--- config.mk ---
export PLATFORM = sky130hd
export DESIGN_NAME = gps_iq_log_packer
export DESIGN_NICKNAME = d
export VERILOG_FILES = /design/src/rtl/gps_iq_log_packer_pkg.sv /design/src/rtl/gps_log_decim.sv /design/src/rtl/gps_iq_log_packer.sv
export SDC_FILE = /design/constraint.sdc
export NUM_CORES = 1
export LEC_CHECK = 0
export BUFFER_PORTS_ARGS = -buffer_cell sky130_fd_sc_hd__buf_4
export CAP_MARGIN = 0
export CORE_MARGIN = 2
export CORE_UTILIZATION = 51
export DETAILED_ROUTE_END_ITERATION = 8
export PLACE_DENSITY = 0.73
export SLEW_MARGIN = 20
export SYNTH_ARGS = -nofsm -noshare
export SYNTH_HDL_FRONTEND = slang
export SYNTH_HIERARCHICAL = 1
export SYNTH_SLANG_ARGS = --single-unit
--- constraint.sdc ---
create_clock -name clk -period 3.9 [get_ports clk]
set_clock_uncertainty 0.15 [all_clocks]
set_input_delay 0.975 -clock clk [delete_from_list [all_inputs] [get_ports clk]]
set_output_delay 0.975 -clock clk [all_outputs]
set_load 0.05 [all_outputs]
--- src/rtl/gps_iq_log_packer_pkg.sv ---
// rtl/gps_iq_log_packer_pkg.sv - shared encodings and widths for the GPS IQ log packer
// Contents: FSM state codes, sample/word/count widths, busy decode helper.
package gps_iq_log_packer_pkg;

  localparam int SPW     = 4;   // samples per packed word
  localparam int SAMP_W  = 4;   // {I[1:0], Q[1:0]}
  localparam int WORD_W  = 16;  // SPW * SAMP_W
  localparam int CNT_W   = 10;  // word count / len width
  localparam int DECIM_W = 4;

  localparam logic [1:0] ST_IDLE      = 2'd0;
  localparam logic [1:0] ST_WAIT_TRIG = 2'd1;
  localparam logic [1:0] ST_CAPTURE   = 2'd2;
  localparam logic [1:0] ST_DONE      = 2'd3;

  function automatic logic is_busy(input logic [1:0] st);
    return (st == ST_WAIT_TRIG) || (st == ST_CAPTURE);
  endfunction

endpackage

--- src/rtl/gps_log_decim.sv ---
// rtl/gps_log_decim.sv - sample decimator producing a keep strobe for every (decim+1)-th valid sample
// Ports: clk, rst (async, active-high); clr restarts the count; en = qualified sample strobe;
//        decim = kept-sample spacing minus 1; keep = this sample is kept (combinational).
module gps_log_decim
  import gps_iq_log_packer_pkg::*;
(
  input  logic               clk,
  input  logic               rst,
  input  logic               clr,
  input  logic               en,
  input  logic [DECIM_W-1:0] decim,
  output logic               keep
);

  logic [DECIM_W-1:0] dc;

  // The sample seen while dc is zero is kept, so the first sample after clr is always kept.
  assign keep = en && (dc == '0);

  always_ff @(posedge clk or posedge rst) begin
    if (rst) begin
      dc <= '0;
    end else if (clr) begin
      dc <= '0;
    end else if (en) begin
      dc <= (dc == decim) ? '0 : dc + 1'b1;
    end
  end

endmodule

--- src/rtl/gps_iq_log_packer.sv ---
// rtl/gps_iq_log_packer.sv - packs 4-bit GPS IQ samples into 16-bit logger writes with arm/trigger, decimation and word count
// Ports: clk, rst (async, active-high); arm/abort session pulses; trig_en, trig trigger qualification;
//        decim, len captured at arm; samp_vld/samp sample input; wr/dout logger write port;
//        busy (waiting or capturing), done (session complete).
module gps_iq_log_packer
  import gps_iq_log_packer_pkg::*;
(
  input  logic              clk,
  input  logic              rst,
  input  logic              arm,
  input  logic              abort,
  input  logic              trig_en,
  input  logic              trig,
  input  logic [DECIM_W-1:0] decim,
  input  logic [CNT_W-1:0]  len,
  input  logic              samp_vld,
  input  logic [SAMP_W-1:0] samp,
  output logic              wr,
  output logic [WORD_W-1:0] dout,
  output logic              busy,
  output logic              done
);

  logic [1:0]                     state;
  logic [DECIM_W-1:0]             decim_q;
  logic [CNT_W-1:0]               len_q;
  logic [CNT_W-1:0]               wc;
  logic [1:0]                     slot;
  logic [WORD_W-SAMP_W-1:0]       acc;   // slots 0..2; slot 3 comes straight from samp

  logic start;
  logic trig_go;
  logic active;
  logic samp_en;
  logic keep;

  assign start   = arm && !abort && ((state == ST_IDLE) || (state == ST_DONE));
  assign trig_go = (state == ST_WAIT_TRIG) && trig;
  // The sample arriving with the trigger already belongs to the capture.
  assign active  = (state == ST_CAPTURE) || trig_go;
  assign samp_en = samp_vld && active && !abort;

  gps_log_decim u_decim (
    .clk   (clk),
    .rst   (rst),
    .clr   (start || abort),
    .en    (samp_en),
    .decim (decim_q),
    .keep  (keep)
  );

  always_ff @(posedge clk or posedge rst) begin
    if (rst) begin
      state   <= ST_IDLE;
      decim_q <= '0;
      len_q   <= '0;
      wc      <= '0;
      slot    <= '0;
      acc     <= '0;
      wr      <= 1'b0;
      dout    <= '0;
    end else begin
      wr <= 1'b0;
      if (abort) begin
        // Partial word is dropped; a word completing this cycle is not written.
        state <= ST_IDLE;
        slot  <= '0;
      end else begin
        if (start) begin
          decim_q <= decim;
          len_q   <= len;
          wc      <= '0;
          slot    <= '0;
          state   <= trig_en ? ST_WAIT_TRIG : ST_CAPTURE;
        end else if (trig_go) begin
          state <= ST_CAPTURE;
        end

        if (keep) begin
          if (slot == 2'(SPW - 1)) begin
            dout <= {acc, samp};
            wr   <= 1'b1;
            slot <= '0;
            // Compare before increment so len=1023 reaches DONE without wc wrapping.
            if (wc == len_q) begin
              state <= ST_DONE;
            end else begin
              wc <= wc + 1'b1;
            end
          end else begin
            case (slot)
              2'd0:    acc[11:8] <= samp;
              2'd1:    acc[7:4]  <= samp;
              default: acc[3:0]  <= samp;
            endcase
            slot <= slot + 2'd1;
          end
        end
      end
    end
  end

  assign busy = is_busy(state);
  assign done = (state == ST_DONE);

endmodule

==> metrics.txt <==
area growth from synthesis to final layout=20.7%; final count of negative-setup-slack endpoints=0; Slowest Stage Delay on Critical Path=roughly 270 ps; Req. time, crit path=3980 ps; critical path type=primary input to flop; max cap viols=0; Die ar.=roughly 6300 um2; clk root buf=clkbuf_8; share of total power in combinational logic=0.131; fmax=~350 MHz; Hold Fails Final Rpt=0; slew margin rel.=0.493; Pre-Repair DR Iteration Count=4; TritonCTS clock tree=yes; r2r endpoint=wc[9]; Top delay family on crit path=simple AND/OR/NAND/NOR gates; gpl congestion=about 0.83; # Post-CTS Setup Buffers=0; yosys warns=6; Post-Syn Area=a little under 3000 um2; worst hold path class=flop to flop; Critical Path Stages=12; CP most frequent cell=buf_4; first-pass GRT wire length=9.05 mm; worst r2r src=state[1]; library cells used by synthesis=37; overall routed net length=between 5 and 6 mm; Crit Path Max Fanout=18; sequential cell area fraction in the yosys report=0.523; # diodes=0; total CTS buffers=9; Flop pwr share=0.472; crit share post-route=0.740; post-route ant nets=0; Core Rows=27; Critical Path End Type=flop; Sw Ratio=0.234; critical-path cell list=buf_4 > nor3b_1 > buf_4 > nand2_1 > nor3_1 > buf_4 > nor2b_2 > nand2_2 > inv_2 > and4_1 > nand2_1 > a32o_1; pin count of the biggest net entering global routing=31; Syn Area/Cell=~11 um2; vias per cell=a little over 5; GRT overflow=0; minimum clock period=2890 ps; Mapped Cells=around 270; worst-margin pin slew=around 760 ps; drt drc=0; IO Port Bufs=43; Clock transition at path regs=about 60 ps; setup_tns=0 ps; slowest stage cell, crit path=and4_1; vias in the first global route=approximately 2k; DP HPWL=between 3 and 4 mm; Avg WL per Cell=approximately 14 um; IO Pins=44; cells on worst reg2reg path=14; Final nets=roughly 350; Cell Pwr Density=about 450 nW/um2; RSZ-0062 raised after global routing=false; max-slew violations=0; startpoint types=primary input; Int Power=between 1 and 1.5 mW; Iteration-0 DRC Markers=between 60 and 70; most common cell after layout, fill and taps aside=dfrtp_1; Net Count, Synth=301; share of cells above drive strength 1=0.304; HP Start=acc[2]; VDD IR max=about 370 uV; Die Y=around 80 um; Finished Core Util=0.640; initial antenna violation count=0; cts hold-fix bufs=0; core area=5510 um2; Clock Path Buffers=2; status=finished, final reports clean; Setup crit start=abort; crit path DAT=2960 ps; Reg2Reg Setup Slack=1110 ps; post-CTS sizing=0; initial core utilization=0.530; H-tree levels=3; worst path bufs/invs=4; Skew-Pair Late Insertion Delay=340 ps; P_leak=between 1.5 and 2 nW; most frequent cells in the layout=dfrtp_1, nand2_1, buf_4; Switching Power=roughly 0.37 mW; #FFs+latches synth=between 60 and 70; total number of vias=2,033; clock share of power=0.397; CP endpoint=wc[9]; clock sink count=between 60 and 70; Total GRT Usage=0.191; die outline width=between 70 and 80 um
-- synth_stat cells --
| master | instances | area share |
|---|---|---|
| mux2_2 | 26 | 0.10 |
| nand4_2 | 2 | 0.0086 |
| clkbuf_1 | 4 | 0.0051 |
| nand3_1 | 8 | 0.014 |
| or2_2 | 1 | 0.0021 |
| nor2_1 | 12 | 0.015 |
| a22oi_1 | 1 | 0.0026 |
| or3_1 | 1 | 0.0021 |
| a21oi_1 | 9 | 0.015 |
| a21o_1 | 1 | 0.0026 |
| nor3_1 | 5 | 0.0086 |
| and3b_1 | 2 | 0.0060 |
| nor3b_1 | 2 | 0.0051 |
| mux2_1 | 1 | 0.0039 |
| xnor2_2 | 1 | 0.0056 |
| inv_1 | 10 | 0.013 |
| o22ai_1 | 2 | 0.0043 |
| inv_2 | 1 | 0.0013 |
| ha_1 | 10 | 0.043 |
| a31oi_1 | 1 | 0.0021 |
| and2_1 | 2 | 0.0043 |
| buf_6 | 3 | 0.012 |
| xnor2_1 | 13 | 0.039 |
| nand2_2 | 1 | 0.0021 |
| o31ai_4 | 1 | 0.0073 |
| nand2b_1 | 4 | 0.0086 |
| and4_1 | 1 | 0.0030 |
| o2bb2ai_1 | 7 | 0.021 |
| a22o_1 | 2 | 0.0060 |
| a32o_1 | 1 | 0.0034 |
| nor2b_2 | 1 | 0.0030 |
| mux2i_1 | 7 | 0.024 |
| dfrtp_1 | 61 | 0.52 |
| buf_2 | 3 | 0.0051 |
| nand4_1 | 2 | 0.0043 |
| nor2b_1 | 1 | 0.0021 |
| nand2_1 | 56 | 0.072 |
-- flip-flops by register name, indices dropped and copies added, names as in the netlist --
name	flops
decim_q	4
slot	2
wc	10
state	2
dout	16
len_q	10
wr	1
acc	12
u_decim/dc	4
-- cell families (layout without fill, tap and decap cells) --
kind of cell,count (synthesis),count (layout),share of synthesized area
AOI/OAI and AO/OA,25,25,0.0647
adders and majority gates,10,10,0.0428
buffers and inverters,21,74,0.0360
xor gates and xnor gates,14,14,0.0446
DFF,61,61,0.523
and+or+nand+nor,101,101,0.161
muxes,34,34,0.128
-- worst register-to-register path, cell delays in order (launching register included) --
cell and delay [ps]:
dfrtp_1 410, inv_1 100, ha_1 170, a21oi_1 70, nor3b_1 180, buf_4 180
nand2_1 50, nor3_1 130, buf_4 160, nor2b_2 200, nand2_2 80, inv_2 230
and4_1 270, nand2_1 60, a32o_1 250
-- per-layer routing --
| layer | global-route usage | wire [um] | up-vias |
|---|---|---|---|
| li1 | - | - | 994 |
| met1 | 0.228 | 2310 | 973 |
| met2 | 0.318 | 2650 | 57 |
| met3 | 0.0588 | 327 | 9 |
| met4 | 0.0862 | 94 | 0 |
| met5 | 0 | 0 | - |
-- how the worst min path moves through the flow --
stage / to / cells after the start
6_report: dout[6] / 2
5_1_grt: dout[6] / 2
4_1_cts: dout[5] / 2
3_5_place_dp: dout[6] / 2
3_3_place_gp: dout[5] / 2
2_1_floorplan: dout[4] / 2
-- power by group through the flow --
stage	logic [mW]	clock network, mW	registers [mW]
floorplan	0.161	0	0.742
global placement	0.202	0	0.750
detailed placement	0.209	0	0.755
CTS	0.210	0.641	0.743
global route	0.230	0.669	0.751
finish	0.206	0.624	0.742
-- through the flow --
stage | std cells | setup WS (ps) | instance area, um2 | hold WS, ps | power (mW)
after floorplan | 266 | 314 | 2920 | 283 | 0.903
after global placement | 375 | 686 | 3300 | 293 | 0.952
after detailed placement | 375 | 650 | 3300 | 298 | 0.964
after CTS | 391 | 1000 | 3520 | 310 | 1.59
after global routing | 391 | 846 | 3520 | 319 | 1.65
final | 391 | 1010 | 3520 | 308 | 1.57
-- layout make-up --
type | count | area [um2]
Tap cell | 72 | 90.1
Inverter | 11 | 41.3
Multi-Input combinational cell | 184 | 1290
Fill cell | 463 | 1980
Sequential cell | 61 | 1530
Clock buffer | 12 | 155
Timing Repair Buffer | 47 | 353
Clock inverter | 4 | 70.1
Power figures use the tool's default switching activity.
